File: config.mk
export PLATFORM = sky130hd
export DESIGN_NAME = fetch_stage
export DESIGN_NICKNAME = d
export VERILOG_FILES = /design/src/rtl/cpu_types_pkg.sv /design/src/rtl/ifid_reg.sv /design/src/rtl/fetch_stage.sv
export SDC_FILE = /design/constraint.sdc
export NUM_CORES = 1
export LEC_CHECK = 0
export BUFFER_PORTS_ARGS = -buffer_cell sky130_fd_sc_hd__buf_2
export CAP_MARGIN = 20
export CELL_PAD_IN_SITES_DETAIL_PLACEMENT = 1
export CELL_PAD_IN_SITES_GLOBAL_PLACEMENT = 1
export CORE_MARGIN = 10
export CORE_UTILIZATION = 37
export CTS_BUF_LIST = sky130_fd_sc_hd__clkbuf_4 sky130_fd_sc_hd__clkbuf_8
export DETAILED_ROUTE_END_ITERATION = 12
export PLACE_DENSITY_LB_ADDON = 0.15
export SETUP_SLACK_MARGIN = 0.5
export SYNTH_ARGS = -nofsm -noshare
export SYNTH_HDL_FRONTEND = slang
export SYNTH_HIERARCHICAL = 1
export SYNTH_SLANG_ARGS = --single-unit
export TNS_END_PERCENT = 10
File: constraint.sdc
create_clock -name CLK -period 2.45 [get_ports CLK]
set_clock_uncertainty 0.15 [all_clocks]
set_input_delay 0.1225 -clock CLK [delete_from_list [all_inputs] [get_ports CLK]]
set_output_delay 0.1225 -clock CLK [all_outputs]
set_load 0.02 [all_outputs]
File: src/rtl/cpu_types_pkg.sv
// Shared types for the MIPS pipeline front end: machine word, fetch FSM states
// and the IF/ID pipeline register layout.
package cpu_types_pkg;

    typedef logic [31:0] word_t;

    typedef enum logic [1:0] {
        FETCH  = 2'd0,
        DRAIN  = 2'd1,
        HALTED = 2'd2
    } fetch_state_t;

    typedef struct packed {
        logic  valid;
        word_t instr;
        word_t pc4;
    } ifid_t;

    localparam word_t PC_STEP = 32'd4;

    // Sequential PC of a fetched instruction; wraps modulo 2^32.
    function automatic word_t next_pc4(input word_t pc);
        return pc + PC_STEP;
    endfunction

endpackage

File: src/rtl/ifid_reg.sv
// IF/ID pipeline register. Load has priority over squash; squash clears only
// the valid bit, otherwise the contents hold.
module ifid_reg
    import cpu_types_pkg::*;
#(
    parameter word_t RESET_PC4 = 32'h0000_0004
) (
    input  logic  i_clk,
    input  logic  i_rst,
    input  logic  i_load,
    input  logic  i_squash,
    input  word_t i_instr,
    input  word_t i_pc4,
    output ifid_t o_ifid
);

    ifid_t r_ifid;

    // Pipeline register update: reset, load, squash or hold.
    always_ff @(posedge i_clk) begin
        if (i_rst) begin
            r_ifid.valid <= 1'b0;
            r_ifid.instr <= 32'd0;
            r_ifid.pc4   <= RESET_PC4;
        end else if (i_load) begin
            r_ifid.valid <= 1'b1;
            r_ifid.instr <= i_instr;
            r_ifid.pc4   <= i_pc4;
        end else if (i_squash) begin
            r_ifid.valid <= 1'b0;
        end else begin
            r_ifid <= r_ifid;
        end
    end

    assign o_ifid = r_ifid;

endmodule

File: src/rtl/fetch_stage.sv
// Instruction-fetch stage: memory request, PC enable, redirect drain and halt.
// Optional performance counters are built when FETCH_PERF_EN is defined.
module fetch_stage
    import cpu_types_pkg::*;
#(
    parameter word_t RESET_PC4 = 32'h0000_0004
) (
    input  logic  CLK,
    input  logic  RST,
    input  word_t pcout,
    output logic  pcenable,
    output logic  imemREN,
    output word_t imemaddr,
    input  logic  ihit,
    input  word_t imemload,
    input  logic  stall,
    input  logic  flush,
    input  logic  halt,
    output logic  ifid_valid,
    output word_t ifid_instr,
    output word_t ifid_pc4
`ifdef FETCH_PERF_EN
    ,
    output word_t fetch_count,
    output word_t stall_count
`endif
);

    fetch_state_t r_state;
    word_t        r_req_addr;
    logic         w_pcenable;
    logic         w_imemren;
    word_t        w_imemaddr;
    logic         w_load;
    logic         w_squash;
    ifid_t        w_ifid;

    // Request, PC enable and IF/ID control decode; priority flush > halt > stall.
    always_comb begin
        w_pcenable = 1'b0;
        w_imemren  = 1'b0;
        w_imemaddr = pcout;
        w_load     = 1'b0;
        w_squash   = 1'b0;
        if (RST) begin
            w_pcenable = 1'b0;
        end else begin
            case (r_state)
                FETCH: begin
                    w_imemren  = 1'b1;
                    w_imemaddr = pcout;
                    if (flush) begin
                        w_pcenable = 1'b1;
                        w_squash   = 1'b1;
                    end else if (halt) begin
                        w_squash = 1'b1;
                    end else if (ihit && !stall) begin
                        w_pcenable = 1'b1;
                        w_load     = 1'b1;
                    end else if (!ihit && !stall) begin
                        w_squash = 1'b1;
                    end else begin
                        w_squash = 1'b0;
                    end
                end
                DRAIN: begin
                    // The squashed request cannot be withdrawn; keep it on the bus.
                    w_imemren  = 1'b1;
                    w_imemaddr = r_req_addr;
                    w_pcenable = flush;
                    w_squash   = 1'b1;
                end
                HALTED: begin
                    w_squash = 1'b1;
                end
                default: begin
                    w_squash = 1'b1;
                end
            endcase
        end
    end

    // Fetch FSM and in-flight request address.
    always_ff @(posedge CLK) begin
        if (RST) begin
            r_state    <= FETCH;
            r_req_addr <= 32'd0;
        end else begin
            case (r_state)
                FETCH: begin
                    r_req_addr <= pcout;
                    if (flush) begin
                        r_state <= ihit ? FETCH : DRAIN;
                    end else if (halt) begin
                        r_state <= HALTED;
                    end else begin
                        r_state <= FETCH;
                    end
                end
                DRAIN: begin
                    if (ihit) begin
                        r_state <= FETCH;
                    end
                end
                HALTED: begin
                    r_state <= HALTED;
                end
                default: begin
                    r_state <= FETCH;
                end
            endcase
        end
    end

    ifid_reg #(
        .RESET_PC4 (RESET_PC4)
    ) u_ifid_reg (
        .i_clk    (CLK),
        .i_rst    (RST),
        .i_load   (w_load),
        .i_squash (w_squash),
        .i_instr  (imemload),
        .i_pc4    (next_pc4(pcout)),
        .o_ifid   (w_ifid)
    );

    assign pcenable   = w_pcenable;
    assign imemREN    = w_imemren;
    assign imemaddr   = w_imemaddr;
    assign ifid_valid = w_ifid.valid;
    assign ifid_instr = w_ifid.instr;
    assign ifid_pc4   = w_ifid.pc4;

`ifdef FETCH_PERF_EN
    word_t r_fetch_count;
    word_t r_stall_count;

    // Performance counters; both wrap naturally at 2^32.
    always_ff @(posedge CLK) begin
        if (RST) begin
            r_fetch_count <= 32'd0;
            r_stall_count <= 32'd0;
        end else begin
            if (w_load) begin
                r_fetch_count <= r_fetch_count + 32'd1;
            end
            if (stall && (r_state != HALTED)) begin
                r_stall_count <= r_stall_count + 32'd1;
            end
        end
    end

    assign fetch_count = r_fetch_count;
    assign stall_count = r_stall_count;
`endif

endmodule

# After elaboration in Yosys (flattened, before gate mapping)
# Index checks and enable logic that the tools add are counted.
# op_classes
add_sub_neg	1
n_eq_ne	3
n_mux	25
n_reduce_logical	7
# op_table
operator	count
$mux W65	1
$mux W32	2
$add A32 B3 Y32 const B	1
$mux W1	17
$mux W2	3
$pmux W2 S3	1
$eq A2 B1 Y1 const B	1
$eq A2 B2 Y1 const B	1
$logic_and A1 B1 Y1	2
$logic_not A1 Y1	2
$logic_not A2 Y1	1
$ne A2 B2 Y1 const B	1
$pmux W1 S2	1
$reduce_bool A2 Y1	1
$reduce_or A2 Y1	1
# totals
regBits	99
out_inout_bits	99
elab_cells	41

# Depth between registers and ports, before layout
# Gate-level depths: netlist of the first run.
# depth
depth_word	10
depth_mapped	8
mapped_depth_nobuf	7

# Hierarchy
# The synthesis of the first run kept the hierarchy.
# by_module_without_submodules
mod	n_inst	cells_per_inst	area_each_um2	seq_area_each_um2
ifid_reg	1	210	2346.0	1301.2
fetch_stage	1	289	2235.9	680.7

# Least setup slack after synthesis of the first run
# No wires, ideal clock.
# synth_path
path_type	reg-to-reg
start	reg r_state[0]
end	reg u_ifid_reg.r_ifid, in the netlist u_ifid_reg/o_ifid[32]
setup_time_ns	0.128
t_arrival_ns	1.940
required_ns	2.172
path_slack_ns	0.233
stages_incl_launch_ff	9
n_path_buf	3
path_cell_list	dfxtp_1 > or2_2 > clkbuf_1 > or3_1 > nor3_1 > buf_6 > buf_12 > mux2i_1 > nor2_1
# synth_between
elab_chain_cells	3
# synth_lines
item	line_no	source
start, declared	fetch_stage.sv:29	fetch_state_t r_state;
start signal, assigned	fetch_stage.sv:93	r_state <= ihit ? FETCH : DRAIN;
$logic_not A2 Y1	fetch_stage.sv:48	case (r_state)
$mux W1	fetch_stage.sv:48	
$mux W1	fetch_stage.sv:45	if (RST) begin
net w_load	fetch_stage.sv:34	logic w_load;
end signal, assigned	ifid_reg.sv:32	r_ifid <= r_ifid;
end, declared	ifid_reg.sv:17	ifid_t r_ifid;
# The timed path passes the listed nets, and every way through them passes these cells.
# A chain may end at the register's enable or synchronous reset.

# Worst setup path after layout of the first run
# layout_path
start	reg r_state[1]
end	reg u_ifid_reg.r_ifid, in the netlist u_ifid_reg/o_ifid[44]
# Same word-level chain as after synthesis.

==> flow_summary.json, run 1 <==
{
  "drt_iter0_drc": 223,
  "nFillCells": 1425,
  "min_path_type": "in2reg",
  "crit_chain": "or2_4 > or3_4 > nor3_4 > buf_6 > buf_12 > buf_16 > mux2i_4 > nor2_1",
  "ys_dominant_reg_cell": "dfxtp_1",
  "die_area_um2": 17230,
  "worstHoldStart": "pcout[7]",
  "placedCellCount": 809,
  "path_max_fanout": 6,
  "grt_pass1_wl_um": 27460,
  "fmax_mhz": 460.2,
  "setup_tns_ps": 0,
  "core_um2": 12060,
  "utilization_pct": 57.24,
  "antenna_found_initial": 3,
  "detailedPlace.worstSlack_ps": 266.4,
  "hold_depth": 4,
  "chipHeight_um": 131.3,
  "final_common_cell": "buf_2",
  "whs_ps": 31.94,
  "maxCapViolations": 0,
  "syn_area_um2": 4582,
  "crit_required_ps": 2530,
  "period_minus_slack_ps": 2173,
  "grt_pass1_vias": 5076,
  "grt_max_degree": 100,
  "hpwl_um": 10800,
  "worstSkewPairLatency_ps": 380,
  "netlist_instances": 499,
  "timing.final.crit_share_pct": 88.68,
  "finalSetupViolCount": 0,
  "synth.net_count": 570,
  "ant_nets": 0,
  "clock-sinks": 99,
  "layout_common_cells": "buf_2, dfxtp_1, nand2_1",
  "synth_warnings": 6,
  "worst_pin_slew_ps": 1054,
  "cts_buffers": 9,
  "crit_type": "reg2reg",
  "ys_top_cells_by_area": "dfxtp_1, mux2i_1, mux2_2, nand2_1, nor2_1",
  "yosys.area.top_type": "dfxtp_1",
  "relSlewSlack_pct": 29.70,
  "drcViolationCount": 0,
  "cts_tree": "done",
  "rr_endpoint": "u_ifid_reg/o_ifid[44]",
  "critPathMaxStageDelay_ps": 370,
  "grt_setup_unrepaired": "true",
  "r2r_cells": 8,
  "crit_path_end_kind": "flop",
  "cts_root_buf": "clkbuf_8",
  "synth_seq_cells": 99,
  "finalNonFillerCells": 917,
  "start_kind": "flop",
  "num_vias": 4521,
  "clk_pin_slew_ps": 100,
  "area_delta_synth_final_pct": 50.68,
  "port_buffers": 168,
  "grt_overflow_total": 0,
  "vias_per_cell": 4.930,
  "worst_ep_arrival_time_ps": 2250,
  "power.total_mw": 3.624,
  "gr-usage-all-layers_pct": 19.59,
  "seq_area_frac_synth_pct": 43.26,
  "io-pin-count": 169,
  "clock_path_buffers": 2,
  "synthDistinctLibCells": 37,
  "synth_edf_count": 0,
  "r2r_setup_slack_ps": 280,
  "start_util_pct": 37.99,
  "report.final.slew_viol_count": 0,
  "power_density_nw_per_um2": 525.0,
  "synthArstFlopShare_pct": 0,
  "drive_above_1_share_pct": 34.72,
  "peakVddDrop_uv": 276.6,
  "r2r_start": "r_state[1]",
  "slowest_stage": "dfxtp_4",
  "place.gp.congestion": 0.7490,
  "placed_area_um2": 5485,
  "hold_viol": 0,
  "drt-wirelength-per-cell_um": 19.25,
  "fin_area_um2": 6904,
  "rows": 40,
  "holdPathEnd": "u_ifid_reg/o_ifid[7]",
  "totalWireLength_um": 17650,
  "synth_top_area_share_pct": 43.26,
  "status": "finished clean",
  "p_leak_nw": 3.002,
  "cts_max_level": 3,
  "syn_area_per_cell_um2": 9.182,
  "fin_ws_ps": 277.2,
  "num-nets-final": 812,
  "die_x_um": 131.3,
  "drt_first_pass_iters": 4
}
timing repair:
action                                  4_1_cts  5_1_grt
pin swaps                                     5        1
setup buffers                                12        1
hold endpoints to repair                     74        0
resized for setup                            40        6
hold buffers                                 69        0
endpoints found under the setup margin       97       97
gates cloned                                  6        1
worst max-delay path, delay by kind of cell (launching register included):
kind / cells / cell delay, ps
flip-flops: 1 / 370
AND/OR/NAND/NOR: 4 / 850
buffers and inverters: 3 / 420
multiplexers: 1 / 230
how the worst max path moves through the flow:
stage | to | start | cells past startpoint | slack [ps]
3_5_place_dp | u_ifid_reg/o_ifid[26] | r_state[1] | 6 | 270
6_report | u_ifid_reg/o_ifid[44] | r_state[1] | 8 | 280
4_1_cts | u_ifid_reg/o_ifid[34] | r_state[1] | 8 | 300
3_3_place_gp | u_ifid_reg/o_ifid[42] | r_state[1] | 6 | 330
2_1_floorplan | u_ifid_reg/o_ifid[32] | r_state[1] | 8 | 340
5_1_grt | u_ifid_reg/o_ifid[9] | r_state[1] | 8 | 200
per-layer routing:
| metal | vias to the layer above | share of wire [%] | GRT usage (%) |
|---|---|---|---|
| met3 | 35 | 5.4 | 4.954 |
| met5 | - | 0 | 0 |
| met4 | 0 | 2.8 | 9.456 |
| met1 | 2204 | 40 | 21.11 |
| met2 | 130 | 52 | 34.93 |
| li1 | 2152 | - | - |
registers in the layout, summed over array words and instances, names as in the netlist:
name,cells
u_ifid_reg/o_ifid,65
r_req_addr,32
r_state,2
cell families (layout without fill, tap and decap cells):
logic type / count (synthesis) / in the layout / synth area share [%]
XOR/XNOR: 28 / 28 / 5.352
buffers and inverters: 41 / 288 / 6.171
other: 0 / 3 / 0
AND/OR/NAND/NOR: 198 / 198 / 19.83
AO/OA/AOI/OAI: 42 / 42 / 4.724
flip-flops: 99 / 99 / 43.26
adder cells (fa/ha/maj): 1 / 1 / 0.2730
multiplexers: 90 / 90 / 20.40
Yosys cell counts, types with 3 or more instances:
| library cell | count |
|---|---|
| nor2_1 | 73 |
| mux2_2 | 27 |
| and3_1 | 3 |
| inv_1 | 7 |
| xnor2_1 | 11 |
| a21oi_1 | 34 |
| buf_1 | 5 |
| nand2_1 | 79 |
| xor2_1 | 17 |
| o21ai_0 | 6 |
| buf_2 | 4 |
| nand3_1 | 8 |
| clkbuf_1 | 11 |
| buf_4 | 3 |
| nand4_1 | 3 |
| mux2i_1 | 63 |
| dfxtp_1 | 99 |
| buf_6 | 4 |
| nor3_1 | 15 |
| and4_1 | 3 |
| buf_12 | 5 |
report_power, final:
group / total, mW / switching (mW) / internal, mW / leakage [nW]
registers: 1.69 / 0.0297 / 1.66 / 0.808
clock network: 1.30 / 0.588 / 0.715 / 0.127
logic: 0.630 / 0.335 / 0.295 / 2.07
layout make-up:
| cell class | count | area [µm²] | share of cell area [%] |
|---|---|---|---|
| sequential | 99 | 1989 | 28.81 |
| timing repair buffer | 264 | 2019 | 29.25 |
| clock inverter | 5 | 100.1 | 1.450 |
| inverter | 8 | 30.03 | 0.4349 |
| tap | 168 | 210.2 | 3.045 |
| multi-input combinational | 359 | 2402 | 34.80 |
| antenna | 3 | 7.507 | 0.1087 |
| clock buffer | 11 | 145.1 | 2.102 |
(Power assumes the default switching activity.)
==> run 2: changes to the inputs <==
- CORE_UTILIZATION: 37 -> 27
==> flow_summary.json, run 2 (synthesis gave the netlist of run 1 again) <==
{
  "grt_pass1_wl_um": 26120,
  "maxCapViolations": 0,
  "grt_max_degree": 79,
  "fmax_mhz": 470.0,
  "num-nets-final": 812,
  "status": "finished clean",
  "layout_common_cells": "buf_2, dfxtp_1, nand2_1",
  "vias_per_cell": 4.504,
  "report.final.slew_viol_count": 0,
  "nFillCells": 2023,
  "power_density_nw_per_um2": 492.8,
  "port_buffers": 168,
  "fin_area_um2": 6865,
  "crit_family": "simple AND/OR/NAND/NOR gates",
  "crit_path_end_kind": "flop",
  "core_um2": 16580,
  "crit_type": "reg2reg",
  "drcViolationCount": 0,
  "die_x_um": 150.3,
  "drt_iter0_drc": 182,
  "antenna_found_initial": 0,
  "num_vias": 4351,
  "timing.final.crit_share_pct": 86.84,
  "crit_required_ps": 2530,
  "p_leak_nw": 2.939,
  "power.total_mw": 3.383,
  "path_max_fanout": 10,
  "grt_pass1_vias": 4666,
  "start_util_pct": 27.63,
  "worst_pin_slew_ps": 875.3,
  "drive_above_1_share_pct": 33.83,
  "cts_root_buf": "clkbuf_8",
  "placed_area_um2": 5568,
  "whs_ps": 33.22,
  "rows": 47,
  "placedCellCount": 860,
  "ant_nets": 0,
  "relSlewSlack_pct": 41.64,
  "cts_tree": "done",
  "register_area_um2": 1987,
  "final_common_cell": "buf_2",
  "period_minus_slack_ps": 2128,
  "worst-path-buf-inv": 2,
  "area_delta_synth_final_pct": 49.84,
  "largest_register_ffs": 65,
  "slowest_stage": "dfxtp_4",
  "chipHeight_um": 150.3,
  "hpwl_um": 10930,
  "clk_pin_slew_ps": 100,
  "critPathMaxStageDelay_ps": 370,
  "finalSetupViolCount": 0,
  "clock-sinks": 99,
  "place.gp.congestion": 0.7339,
  "worst_ep_arrival_time_ps": 2210,
  "multi_input_area_um2": 2382,
  "setup_tns_ps": 0,
  "worstSkewPairLatency_ps": 370,
  "min_path_type": "in2reg",
  "clock_path_buffers": 2,
  "grt_setup_unrepaired": "true",
  "gr-usage-all-layers_pct": 14.63,
  "finalNonFillerCells": 966,
  "cts_buffers": 9,
  "cts_max_level": 3,
  "start_kind": "flop",
  "hold_viol": 0,
  "grt_overflow_total": 0,
  "die_area_um2": 22580,
  "peakVddDrop_uv": 214.9,
  "totalWireLength_um": 17370,
  "drt_first_pass_iters": 4,
  "io-pin-count": 169,
  "crit_chain": "or2_4 > or3_4 > nor3_4 > buf_6 > buf_12 > mux2i_1 > nor2_1",
  "drt-wirelength-per-cell_um": 17.98
}
-- run 2: worst paths after layout --
kind,startpoint,cells after the start,slack [ps],end
max reg2reg,r_state[1],7,320,u_ifid_reg/o_ifid[33]
min,pcout[7],4,30,u_ifid_reg/o_ifid[7]
max,r_state[1],7,320,u_ifid_reg/o_ifid[33]
min reg2reg,r_req_addr[0],2,310,r_req_addr[0]
-- run 2: report_power, final --
part | leakage [nW] | internal, mW | switching [mW] | total [mW]
registers | 0.807 | 1.66 | 0.0287 | 1.69
logic | 2.04 | 0.291 | 0.331 | 0.621
clock network | 0.0913 | 0.469 | 0.601 | 1.07
total | 2.94 | 2.42 | 0.961 | 3.38
-- run 2: tightest hold or removal path: cells and delay by family --
kind	cells	cell delay, ps
and+or+nand+nor	1	50
muxes	1	120
xor gates and xnor gates	1	80
buffers and inverters	1	140
-- run 2: through the flow --
stage	setup slack [ps]	util, %
floorplan	341.5	-
global placement	329.6	33.57
detailed placement	260.0	33.57
CTS	308.0	39.94
global route	229.0	41.38
finish	322.5	41.40
-- run 2: per-layer routing --
layer,GRT usage [%],wire (µm),vias up
met5,0,0,-
met4,3.693,155,0
met3,4.562,1071,10
met2,25.24,8564,105
met1,17.20,7582,2086
li1,-,-,2150
-- run 2: cell type report --
type / count / area share (%)
multi-input cells: 359 / 34.70
clock buffers: 9 / 1.804
diodes: 1 / 0.03645
repair buffers: 264 / 29.09
inverters: 8 / 0.4374
well taps: 220 / 4.009
clock inverters: 6 / 0.9841
flip-flops and latches: 99 / 28.94
-- run 2: repair_timing --
| item | in CTS | in global routing |
|---|---|---|
| gates cloned | 3 | 6 |
| setup endpoints to repair | 96 | 103 |
| hold endpoints to repair | 84 | 0 |
| hold buffers | 75 | 0 |
| resized for setup | 6 | 19 |
| pin swaps | 1 | 3 |
| buffers inserted | 3 | 3 |
